`src/rtl/cpu_pkg.sv`:
```
// Shared definitions for the ARM-subset control sequencer.
// Contents: FSM state encoding, condition codes, instruction class codes,
// data-processing opcodes, flag bit indices and opcode helper functions.
package cpu_pkg;

    typedef enum logic [2:0] {
        ST_FETCH  = 3'd0,
        ST_DECODE = 3'd1,
        ST_EXEC   = 3'd2,
        ST_MEM    = 3'd3,
        ST_WB     = 3'd4
    } state_t;

    localparam logic [3:0] COND_EQ = 4'b0000;
    localparam logic [3:0] COND_NE = 4'b0001;
    localparam logic [3:0] COND_CS = 4'b0010;
    localparam logic [3:0] COND_CC = 4'b0011;
    localparam logic [3:0] COND_MI = 4'b0100;
    localparam logic [3:0] COND_PL = 4'b0101;
    localparam logic [3:0] COND_VS = 4'b0110;
    localparam logic [3:0] COND_VC = 4'b0111;
    localparam logic [3:0] COND_HI = 4'b1000;
    localparam logic [3:0] COND_LS = 4'b1001;
    localparam logic [3:0] COND_GE = 4'b1010;
    localparam logic [3:0] COND_LT = 4'b1011;
    localparam logic [3:0] COND_GT = 4'b1100;
    localparam logic [3:0] COND_LE = 4'b1101;
    localparam logic [3:0] COND_AL = 4'b1110;
    localparam logic [3:0] COND_NV = 4'b1111;

    localparam logic [2:0] CLS_DP_REG = 3'b000;
    localparam logic [2:0] CLS_DP_IMM = 3'b001;
    localparam logic [2:0] CLS_LDST   = 3'b010;
    localparam logic [2:0] CLS_BRANCH = 3'b101;

    localparam logic [3:0] OP_AND = 4'b0000;
    localparam logic [3:0] OP_EOR = 4'b0001;
    localparam logic [3:0] OP_SUB = 4'b0010;
    localparam logic [3:0] OP_RSB = 4'b0011;
    localparam logic [3:0] OP_ADD = 4'b0100;
    localparam logic [3:0] OP_ADC = 4'b0101;
    localparam logic [3:0] OP_SBC = 4'b0110;
    localparam logic [3:0] OP_RSC = 4'b0111;
    localparam logic [3:0] OP_TST = 4'b1000;
    localparam logic [3:0] OP_TEQ = 4'b1001;
    localparam logic [3:0] OP_CMP = 4'b1010;
    localparam logic [3:0] OP_CMN = 4'b1011;
    localparam logic [3:0] OP_ORR = 4'b1100;
    localparam logic [3:0] OP_MOV = 4'b1101;
    localparam logic [3:0] OP_BIC = 4'b1110;
    localparam logic [3:0] OP_MVN = 4'b1111;

    localparam int FLAG_N = 3;
    localparam int FLAG_Z = 2;
    localparam int FLAG_C = 1;
    localparam int FLAG_V = 0;

    // Arithmetic opcodes produce a meaningful V from the adder.
    function automatic logic is_arith(input logic [3:0] op);
        return (op inside {OP_SUB, OP_RSB, OP_ADD, OP_ADC, OP_SBC, OP_RSC, OP_CMP, OP_CMN});
    endfunction

    // TST/TEQ/CMP/CMN only set flags and never write a register.
    function automatic logic is_compare(input logic [3:0] op);
        return (op[3:2] == 2'b10);
    endfunction

endpackage

```
`src/rtl/cond_check.sv`:
```
// Combinational ARM condition-code evaluator.
// Ports: cond   - instruction condition field [31:28]
//        flags  - current {N,Z,C,V}
//        cond_met - 1 when the instruction should execute
module cond_check
    import cpu_pkg::*;
(
    input  logic [3:0] cond,
    input  logic [3:0] flags,
    output logic       cond_met
);

    logic n, z, c, v;
    assign n = flags[FLAG_N];
    assign z = flags[FLAG_Z];
    assign c = flags[FLAG_C];
    assign v = flags[FLAG_V];

    always_comb begin
        cond_met = 1'b0;
        case (cond)
            COND_EQ: cond_met = z;
            COND_NE: cond_met = ~z;
            COND_CS: cond_met = c;
            COND_CC: cond_met = ~c;
            COND_MI: cond_met = n;
            COND_PL: cond_met = ~n;
            COND_VS: cond_met = v;
            COND_VC: cond_met = ~v;
            COND_HI: cond_met = c & ~z;
            COND_LS: cond_met = ~c | z;
            COND_GE: cond_met = (n == v);
            COND_LT: cond_met = (n != v);
            COND_GT: cond_met = ~z & (n == v);
            COND_LE: cond_met = z | (n != v);
            COND_AL: cond_met = 1'b1;
            default: cond_met = 1'b0;   // NV
        endcase
    end

endmodule

```
`src/rtl/cpu_sequencer.sv`:
```
// Multicycle control sequencer: FETCH -> DECODE -> EXEC -> (MEM) -> WB.
// Owns PC, NZCV flags, condition evaluation and register write control.
// Ports: clk/reset (async, active-high); inst_req/inst_ack/inst_i fetch
// handshake, inst_o latched instruction; alu_flags and wb_data from the
// datapath; mem_req/mem_we/mem_ack data-memory handshake; reg_we/wb_addr/
// link_addr register write control; pc, flags, cond_met, state, bus_err.
module cpu_sequencer
    import cpu_pkg::*;
#(
    parameter int ADDR_W      = 32,
    parameter int RESET_PC    = 0,
    parameter int PC_LIMIT    = 64,
    parameter int MEM_TIMEOUT = 15
) (
    input  logic              clk,
    input  logic              reset,
    output logic              inst_req,
    input  logic              inst_ack,
    input  logic [31:0]       inst_i,
    output logic [31:0]       inst_o,
    input  logic [3:0]        alu_flags,
    input  logic [ADDR_W-1:0] wb_data,
    output logic              mem_req,
    output logic              mem_we,
    input  logic              mem_ack,
    output logic              reg_we,
    output logic [3:0]        wb_addr,
    output logic [ADDR_W-1:0] link_addr,
    output logic [ADDR_W-1:0] pc,
    output logic [3:0]        flags,
    output logic              cond_met,
    output logic [2:0]        state,
    output logic              bus_err
);

    localparam int CNT_W = $clog2(MEM_TIMEOUT + 1);
    localparam logic [CNT_W-1:0]  CNT_LAST   = CNT_W'(MEM_TIMEOUT - 1);
    localparam logic [ADDR_W-1:0] PC_RST     = ADDR_W'(RESET_PC);
    localparam logic [ADDR_W-1:0] PC_LIMIT_W = ADDR_W'(PC_LIMIT);

    state_t            state_reg, state_next;
    logic [ADDR_W-1:0] pc_reg, pc_next;
    logic [3:0]        flags_reg, flags_next;
    logic [31:0]       inst_reg, inst_next;
    logic              cond_met_reg, cond_met_next;
    logic [CNT_W-1:0]  wait_cnt_reg, wait_cnt_next;
    logic              mem_fail_reg, mem_fail_next;
    logic              bus_err_reg, bus_err_next;

    logic              cond_now;
    logic [2:0]        cls;
    logic [3:0]        opcode;
    logic              is_dp, is_ldst, is_branch, is_link;
    logic              wb_write, flag_wr;
    logic [3:0]        flag_load, flags_upd;
    logic [ADDR_W-1:0] br_target, seq_pc;
    logic              unused_wb_lsb;

    cond_check u_cond (
        .cond     (inst_reg[31:28]),
        .flags    (flags_reg),
        .cond_met (cond_now)
    );

    assign cls       = inst_reg[27:25];
    assign opcode    = inst_reg[24:21];
    assign is_dp     = (cls == CLS_DP_REG) || (cls == CLS_DP_IMM);
    assign is_ldst   = (cls == CLS_LDST);
    assign is_branch = (cls == CLS_BRANCH);
    assign is_link   = is_branch && inst_reg[24];

    // Decisions after DECODE use the latched condition so that a flag update
    // in EXEC cannot change whether this same instruction writes back.
    assign flag_wr  = cond_met_reg && inst_reg[20] && is_dp;
    assign wb_write = cond_met_reg &&
                      ((is_dp && !is_compare(opcode)) ||
                       (is_ldst && inst_reg[20] && !mem_fail_reg) ||
                       is_link);

    // Logical ops leave V untouched; N, Z and C always load.
    assign flag_load = {3'b111, is_arith(opcode)};
    generate
        for (genvar gi = 0; gi < 4; gi++) begin : g_flag
            assign flags_upd[gi] = flag_load[gi] ? alu_flags[gi] : flags_reg[gi];
        end
    endgenerate

    // Branch target deliberately skips the PC_LIMIT wrap.
    assign br_target = pc_reg + ADDR_W'(8)
                     + ADDR_W'($signed({inst_reg[23:0], 2'b00}));
    assign seq_pc    = (pc_reg >= PC_LIMIT_W) ? '0 : pc_reg + ADDR_W'(4);

    always_comb begin
        state_next    = state_reg;
        pc_next       = pc_reg;
        flags_next    = flags_reg;
        inst_next     = inst_reg;
        cond_met_next = cond_met_reg;
        wait_cnt_next = wait_cnt_reg;
        mem_fail_next = mem_fail_reg;
        bus_err_next  = bus_err_reg;
        inst_req      = 1'b0;
        mem_req       = 1'b0;
        mem_we        = 1'b0;
        reg_we        = 1'b0;
        case (state_reg)
            ST_FETCH: begin
                inst_req = 1'b1;
                if (inst_ack) begin
                    inst_next  = inst_i;
                    state_next = ST_DECODE;
                end
            end
            ST_DECODE: begin
                cond_met_next = cond_now;
                wait_cnt_next = '0;
                mem_fail_next = 1'b0;
                state_next    = ST_EXEC;
            end
            ST_EXEC: begin
                if (flag_wr) begin
                    flags_next = flags_upd;
                end
                state_next = (is_ldst && cond_met_reg) ? ST_MEM : ST_WB;
            end
            ST_MEM: begin
                mem_req = 1'b1;
                mem_we  = ~inst_reg[20];
                // ack is checked first so a last-cycle ack still completes.
                if (mem_ack) begin
                    state_next = ST_WB;
                end else if (wait_cnt_reg == CNT_LAST) begin
                    mem_fail_next = 1'b1;
                    bus_err_next  = 1'b1;
                    state_next    = ST_WB;
                end else begin
                    wait_cnt_next = wait_cnt_reg + CNT_W'(1);
                end
            end
            ST_WB: begin
                reg_we = wb_write;
                if (is_branch && cond_met_reg) begin
                    pc_next = br_target;
                end else if (wb_write && (wb_addr == 4'd15)) begin
                    pc_next = {wb_data[ADDR_W-1:2], 2'b00};
                end else begin
                    pc_next = seq_pc;
                end
                state_next = ST_FETCH;
            end
            default: state_next = ST_FETCH;
        endcase
    end

    always_ff @(posedge clk or posedge reset) begin
        if (reset) begin
            state_reg    <= ST_FETCH;
            pc_reg       <= PC_RST;
            flags_reg    <= 4'b0000;
            inst_reg     <= '0;
            cond_met_reg <= 1'b0;
            wait_cnt_reg <= '0;
            mem_fail_reg <= 1'b0;
            bus_err_reg  <= 1'b0;
        end else begin
            state_reg    <= state_next;
            pc_reg       <= pc_next;
            flags_reg    <= flags_next;
            inst_reg     <= inst_next;
            cond_met_reg <= cond_met_next;
            wait_cnt_reg <= wait_cnt_next;
            mem_fail_reg <= mem_fail_next;
            bus_err_reg  <= bus_err_next;
        end
    end

    assign unused_wb_lsb = ^wb_data[1:0];

    assign inst_o    = inst_reg;
    assign pc        = pc_reg;
    assign flags     = flags_reg;
    assign state     = state_reg;
    assign bus_err   = bus_err_reg;
    assign wb_addr   = is_link ? 4'd14 : inst_reg[15:12];
    assign link_addr = pc_reg + ADDR_W'(4);
    // During DECODE the live evaluation is shown; afterwards the latched one.
    assign cond_met  = (state_reg == ST_DECODE) ? cond_now : cond_met_reg;

endmodule

```
`config.mk`:
```
export PLATFORM = sky130hd
export DESIGN_NAME = cpu_sequencer
export DESIGN_NICKNAME = d
export VERILOG_FILES = /design/src/rtl/cpu_pkg.sv /design/src/rtl/cond_check.sv /design/src/rtl/cpu_sequencer.sv
export SDC_FILE = /design/constraint.sdc
export NUM_CORES = 1
export LEC_CHECK = 0
export ABC_CLOCK_PERIOD_IN_PS = 5200
export CORE_ASPECT_RATIO = 0.7
export CORE_UTILIZATION = 40
export DETAILED_ROUTE_END_ITERATION = 8
export PLACE_DENSITY = 0.69
export SLEW_MARGIN = 20
export SYNTH_ARGS = -nofsm -noshare
export SYNTH_HDL_FRONTEND = slang
export SYNTH_SLANG_ARGS = --single-unit
```
`constraint.sdc`:
```
create_clock -name clk -period 5.2 [get_ports clk]
set_input_delay 1.04 -clock clk [delete_from_list [all_inputs] [get_ports clk]]
set_output_delay 1.04 -clock clk [all_outputs]
set_load 0.03 [all_outputs]
```
==> flow_summary.toml, run 1 <==
[run_status]
status = "completed"

[logic_synthesis]
synth.avg_cell_area_um2 = 8.60
seq_area_frac_synth_pct = 30.3
synth_top_cell_by_area = "dfrtp_1"
synth_area_um2 = 6280
synth_edf_count = 0
synth_flop_cell = "dfrtp_1"
synth_cell_types = 70
synth_top_area_share_pct = 30.3
async_flop_share_pct = 100
yosys_warnings = 0
synth_top_cells_by_count = "76 x dfrtp_1, 72 x nand2_1, 67 x nor2_1"
synthCells = 730
synth_seq_cells = 76
ys_top_cells_by_area = "dfrtp_1 30%, ha_1 12%, mux2_2 6.8%"
yosysMostFrequentCell = "dfrtp_1"

[route]
wl_um = 20800
firstDrtPassIters = 5
drtAntennaViolNets = 0
drt-vias-per-instance = 5.83
wl_met1_um = 10300
dr_total_vias = 6302
top_layer = "met4"
wl_met3_um = 1710
routedWlPerCell_um = 19.3
remaining_drc_errors = 0
dr_wl_met2_um = 8570
drt_iter0_drc = 548

[setup_path]
path_class = "reg2out"
worst_path_max_delay_cell = "clkdlybuf4s50_1"
start_kind = "flip-flop"
cp-end-kind = "primary output"
crit_end = "link_addr[26]"
cp_num_cells = 8
ff2ff_path_depth = 12
slowest_delay_ns = 0.68
crit_chain = "nand3_2 -> nor2_2 -> nand3_1 -> or4_4 -> or2_1 -> nor3_4 -> xor2_1 -> clkdlybuf4s50_1"
required_ns = 4.16
worst-path-max-fanout = 6
r2r-end = "pc[25]"
crit_family = "simple AND/OR/NAND/NOR gates"
ff2ff_setup_slack_ns = 1.80
cp_num_buf_inv = 1
crit_start = "pc[17]"
arrival_ns = 3.22
worstReg2RegStart = "pc[3]"

[placed_design]
hpwl_um = 15300
placed_cell_area_um2 = 8160
io_buffers = 178
place_congestion = 0.910

[clock_network]
cts_tree = "yes"
root_buffer = "clkbuf_16"
post_cts_buffers = 0
hold_buffers = 0
worstSkewPairLatency_ns = 0.35
path_clk_slew_ns = 0.06
ctsResizeCount = 0
cts_sinks = 76
h-tree-depth = 3
numCtsBuffers = 9
clock_path_buffers = 2

[final_layout]
largest_reg_flops = 32
area_growth_syn_to_layout_pct = 34.1
n_fill_cell = 1408
nets = 1016
final_cell_area_um2 = 8420
n_antenna_cell = 0
drive_above_1_share_pct = 8.13

[sta]
fin_skew_ns = 0.00860
fin_crit_sh_pct = 81.8
maxSlewHeadroom_pct = 38.4
hold_violations = 0
setup_viol = 0
rsz0062_at_grt = "false"
setup_tns_ns = 0
finalCriticalPeriod_ns = 4.26
finalMaxSlewViolations = 0
tightestPinTransition_ns = 0.923
max_freq_ghz = 0.235

[global_route]
antenna_found_initial = 0
grt_max_degree = 53
grt_pass1_vias = 5913
grt_first_pass_wirelength_um = 32800
grt_use_total_pct = 26.4
overflow = 0

[floorplanning]
die_w_um = 152
initial_utilization_pct = 41.9
rows = 37
fp.dieArea_um2 = 16200
core_um2 = 15000
die_y_um = 107
ios = 185

[job]
cap_viol_max_count = 0

[power]
ir_drop_mv = 0.361
power_density_nw_per_um2 = 798
leakage_uw = 0.00352
internal_power_uw = 3120
pwr-share-comb_pct = 71.0
p_sw_share_pct = 53.7
clkPwrFrac_pct = 8.8
p_total_uw = 6720
p_seq_share_pct = 20.2
switchingPower_uw = 3610

[min_path]
hold_class = "reg2reg"
power by group through the flow:
stage / Clock (uW) / Sequential [uW] / Combinational [uW]
floorplan: 0 / 1660 / 2790
global placement: 0 / 1350 / 4670
detailed placement: 0 / 1360 / 4700
CTS: 604 / 1350 / 4740
global route: 625 / 1410 / 5180
finish: 593 / 1360 / 4780
area by class of cell:
class                   count  area, um^2  area share (%)
clock buffers               9         225            2.67
multi-input cells         595        4130            49.0
repair buffers            183        1820            21.6
inverters                  17        66.3           0.787
clock inverters             6        41.3           0.490
well taps                 195         244            2.90
flip-flops and latches     76        1900            22.6
how the worst min path moves through the flow:
stage,startpoint,endpoint,slack (ns),cells after the start
detailed placement,bus_err,bus_err,0.44,1
finish,bus_err,bus_err,0.45,1
floorplan,mem_fail_reg,mem_fail_reg,0.46,2
global placement,bus_err,bus_err,0.45,1
CTS,bus_err,bus_err,0.46,1
global route,bus_err,bus_err,0.49,1
metal layers:
| metal | vias to the layer above | global-route usage, % |
|---|---|---|
| li1 | 2984 | - |
| met1 | 3040 | 41.0 |
| met2 | 258 | 37.2 |
| met3 | 20 | 5.15 |
| met4 | 0 | 5.30 |
| met5 | - | 0 |
logic make-up (layout without fill, tap and decap cells):
family                   Yosys count  in the layout  synth area share, %
AO/OA/AOI/OAI                    175            175                 18.0
XOR/XNOR                          46             46                 6.41
adder cells (fa/ha/maj)           62             62                 12.5
buffers and inverters             62            215                 4.30
flip-flops                        76             76                 30.3
multiplexers                      45             45                 7.93
other                              1              4               0.0597
AND/OR/NAND/NOR                  263            263                 20.5
cell usage in the layout, fill, tap and decap left out, drive strengths merged, types with 4 or more instances in the layout:
cell type / n
nand2b: 10
xor2: 18
o211ai: 5
nand4: 20
a31oi: 9
o21a: 10
xnor2: 28
nand2: 72
clkdlybuf4s50: 178
a221oi: 14
and3: 12
inv: 18
and2: 7
a21o: 7
nor3: 10
buf: 5
dfrtp: 76
nor2: 68
and4: 4
o21ai: 42
o22ai: 6
nand3: 30
nor2b: 6
ha: 61
nor4: 15
mux2i: 7
mux2: 38
clkbuf: 9
a21oi: 48
conb: 4
through the flow:
step	hold slack, ns	util, %	instances	setup WS, ns
after floorplan	0.457	-	733	1.67
after global placement	0.445	54.4	1066	1.38
after detailed placement	0.444	54.4	1066	1.34
after CTS	0.458	56.2	1081	0.963
after global routing	0.493	56.2	1081	0.762
final	0.452	56.2	1081	0.944
Power figures use the tool's default switching activity.
==> run 2, diff against run 1 <==
--- a/config.mk
+++ b/config.mk
@@ -5,11 +5,11 @@
 export SDC_FILE = /design/constraint.sdc
 export NUM_CORES = 1
 export LEC_CHECK = 0
-export ABC_CLOCK_PERIOD_IN_PS = 5200
+export ABC_CLOCK_PERIOD_IN_PS = 3650
 export CORE_ASPECT_RATIO = 0.7
 export CORE_UTILIZATION = 40
 export DETAILED_ROUTE_END_ITERATION = 8
-export PLACE_DENSITY = 0.69
+export PLACE_DENSITY = 0.72
 export SLEW_MARGIN = 20
 export SYNTH_ARGS = -nofsm -noshare
 export SYNTH_HDL_FRONTEND = slang
==> constraint.sdc (replaced) <==
create_clock -name clk -period 3.65 [get_ports clk]
set_input_delay 0.73 -clock clk [delete_from_list [all_inputs] [get_ports clk]]
set_output_delay 0.73 -clock clk [all_outputs]
set_load 0.03 [all_outputs]
==> run 2 against run 1 <==
First-iteration DRC count rose by 11%. Critical path depth unchanged. Clock power grew 70%. Sequential share of layout area is 0.73 points lower. Largest power group unchanged. Sequential cell count did not move. Die area stayed put. Largest cell class unchanged.
==> flow_summary.toml, run 2 (synthesis gave the netlist of run 1 again) <==
[final_layout]
area_growth_syn_to_layout_pct = 38.6
n_antenna_cell = 0
n_fill_cell = 1341
drive_above_1_share_pct = 11.2
final_cell_mix = "166 x clkdlybuf4s50_1, 76 x dfrtp_1, 71 x nand2_1"
final_common_cell = "clkdlybuf4s50_1"
nets = 1039
multi_input_area_um2 = 4130
final_cells = 1105
largest_reg_flops = 32
seqCellArea_um2 = 1900

[route]
drt_iter0_drc = 609
drt-vias-per-instance = 5.80
wl_um = 21200
drtAntennaViolNets = 0
remaining_drc_errors = 0
routedWlPerCell_um = 19.2
dr_total_vias = 6414
firstDrtPassIters = 6

[sta]
tightestPinTransition_ns = 0.930
setup_tns_ns = 0
setup_viol = 0
finalMaxSlewViolations = 0
rsz0062_at_grt = "false"
maxSlewHeadroom_pct = 38.0
hold_violations = 0
finalCriticalPeriod_ns = 3.50
max_freq_ghz = 0.286
fin_skew_ns = 0.00840
hold_ws_ns = 0.465
fin_crit_sh_pct = 95.8

[clock_network]
cts_tree = "yes"
post_cts_buffers = 0
root_buffer = "clkbuf_16"
ctsResizeCount = 2
hold_buffers = 0
path_clk_slew_ns = 0.06
h-tree-depth = 3
clock_path_buffers = 2
cts_sinks = 76
worstSkewPairLatency_ns = 0.35
numCtsBuffers = 9

[run_status]
status = "completed"

[setup_path]
cp-end-kind = "primary output"
crit_end = "link_addr[13]"
ff2ff_setup_slack_ns = 0.38
ff2ff_path_depth = 12
required_ns = 2.92
r2r-end = "pc[25]"
crit_start = "pc[4]"
worstReg2RegStart = "inst_o[1]"
worst-path-max-fanout = 7
path_class = "reg2out"
start_kind = "flip-flop"
arrival_ns = 2.77

[global_route]
grt_pass1_vias = 6044
grt_use_total_pct = 26.9
antenna_found_initial = 0
grt_max_degree = 40
grt_first_pass_wirelength_um = 33300
overflow = 0

[power]
power_density_nw_per_um2 = 1140
ir_drop_mv = 0.530
leakage_uw = 0.00378

[floorplanning]
ios = 185
die_w_um = 152
core_um2 = 15000
die_y_um = 107
fp.dieArea_um2 = 16200
rows = 37
initial_utilization_pct = 41.9

[placed_design]
io_buffers = 178
hpwl_um = 16000
placed_cells = 1089
place_congestion = 0.928

[job]
cap_viol_max_count = 0

[min_path]
hold_class = "reg2reg"
[run 2: changes by cell type in the layout (fill, tap and decap cells not counted), moves of 3 or more]
cell | before | now
clkdlybuf4s50_1 | 178 | 166
buf_12 | 0 | 3
dlymetal6s2s_1 | 0 | 7
buf_4 | 5 | 28
[run 2: worst min path at each step]
stage	startpoint	slack, ns	end	cells past startpoint
floorplan	mem_fail_reg	0.46	mem_fail_reg	2
global placement	bus_err	0.44	bus_err	1
detailed placement	bus_err	0.45	bus_err	1
CTS	bus_err	0.47	bus_err	1
global route	bus_err	0.50	bus_err	1
finish	bus_err	0.47	bus_err	1
[run 2: metrics by stage]
stage | power [uW] | utilization [%] | instance area [um^2] | worst slack, ns
global route | 10500 | 58.0 | 8700 | 0.0120
CTS | 9840 | 57.9 | 8680 | 0.0489
detailed placement | 8780 | 55.7 | 8360 | 0.353
floorplan | 6340 | - | 6290 | 0.429
finish | 9910 | 58.0 | 8700 | 0.155
global placement | 8710 | 55.7 | 8360 | 0.373
[run 2: layer usage]
metal | global-route usage (%) | up-vias | routed length [um]
li1 | - | 3033 | -
met4 | 6.86 | 0 | 307
met1 | 41.1 | 3050 | 10300
met5 | 0 | - | 0
met2 | 38.5 | 301 | 8860
met3 | 4.72 | 30 | 1760
[run 2: power breakdown]
| part | switching [uW] | internal [uW] | total, uW |
|---|---|---|---|
| clock network | 410 | 604 | 1010 |
| registers | 545 | 1230 | 1770 |
| logic | 4240 | 2890 | 7130 |
[run 2: layout make-up]
type,instances,area share (%)
tap,195,2.80
clock inverter,7,1.12
inverter,17,0.747
timing repair buffer,206,23.4
clock buffer,9,2.59
sequential,76,21.8
multi-input combinational,595,47.5
[run 2: critical path: stages, from the launching register on]
cell,delay (ns)
dfrtp_1,0.45
and3_1,0.20
and2_2,0.18
nand3_1,0.21
nor2_1,0.26
buf_4,0.17
nand3_1,0.10
xnor2_1,0.14
clkdlybuf4s50_1,0.69
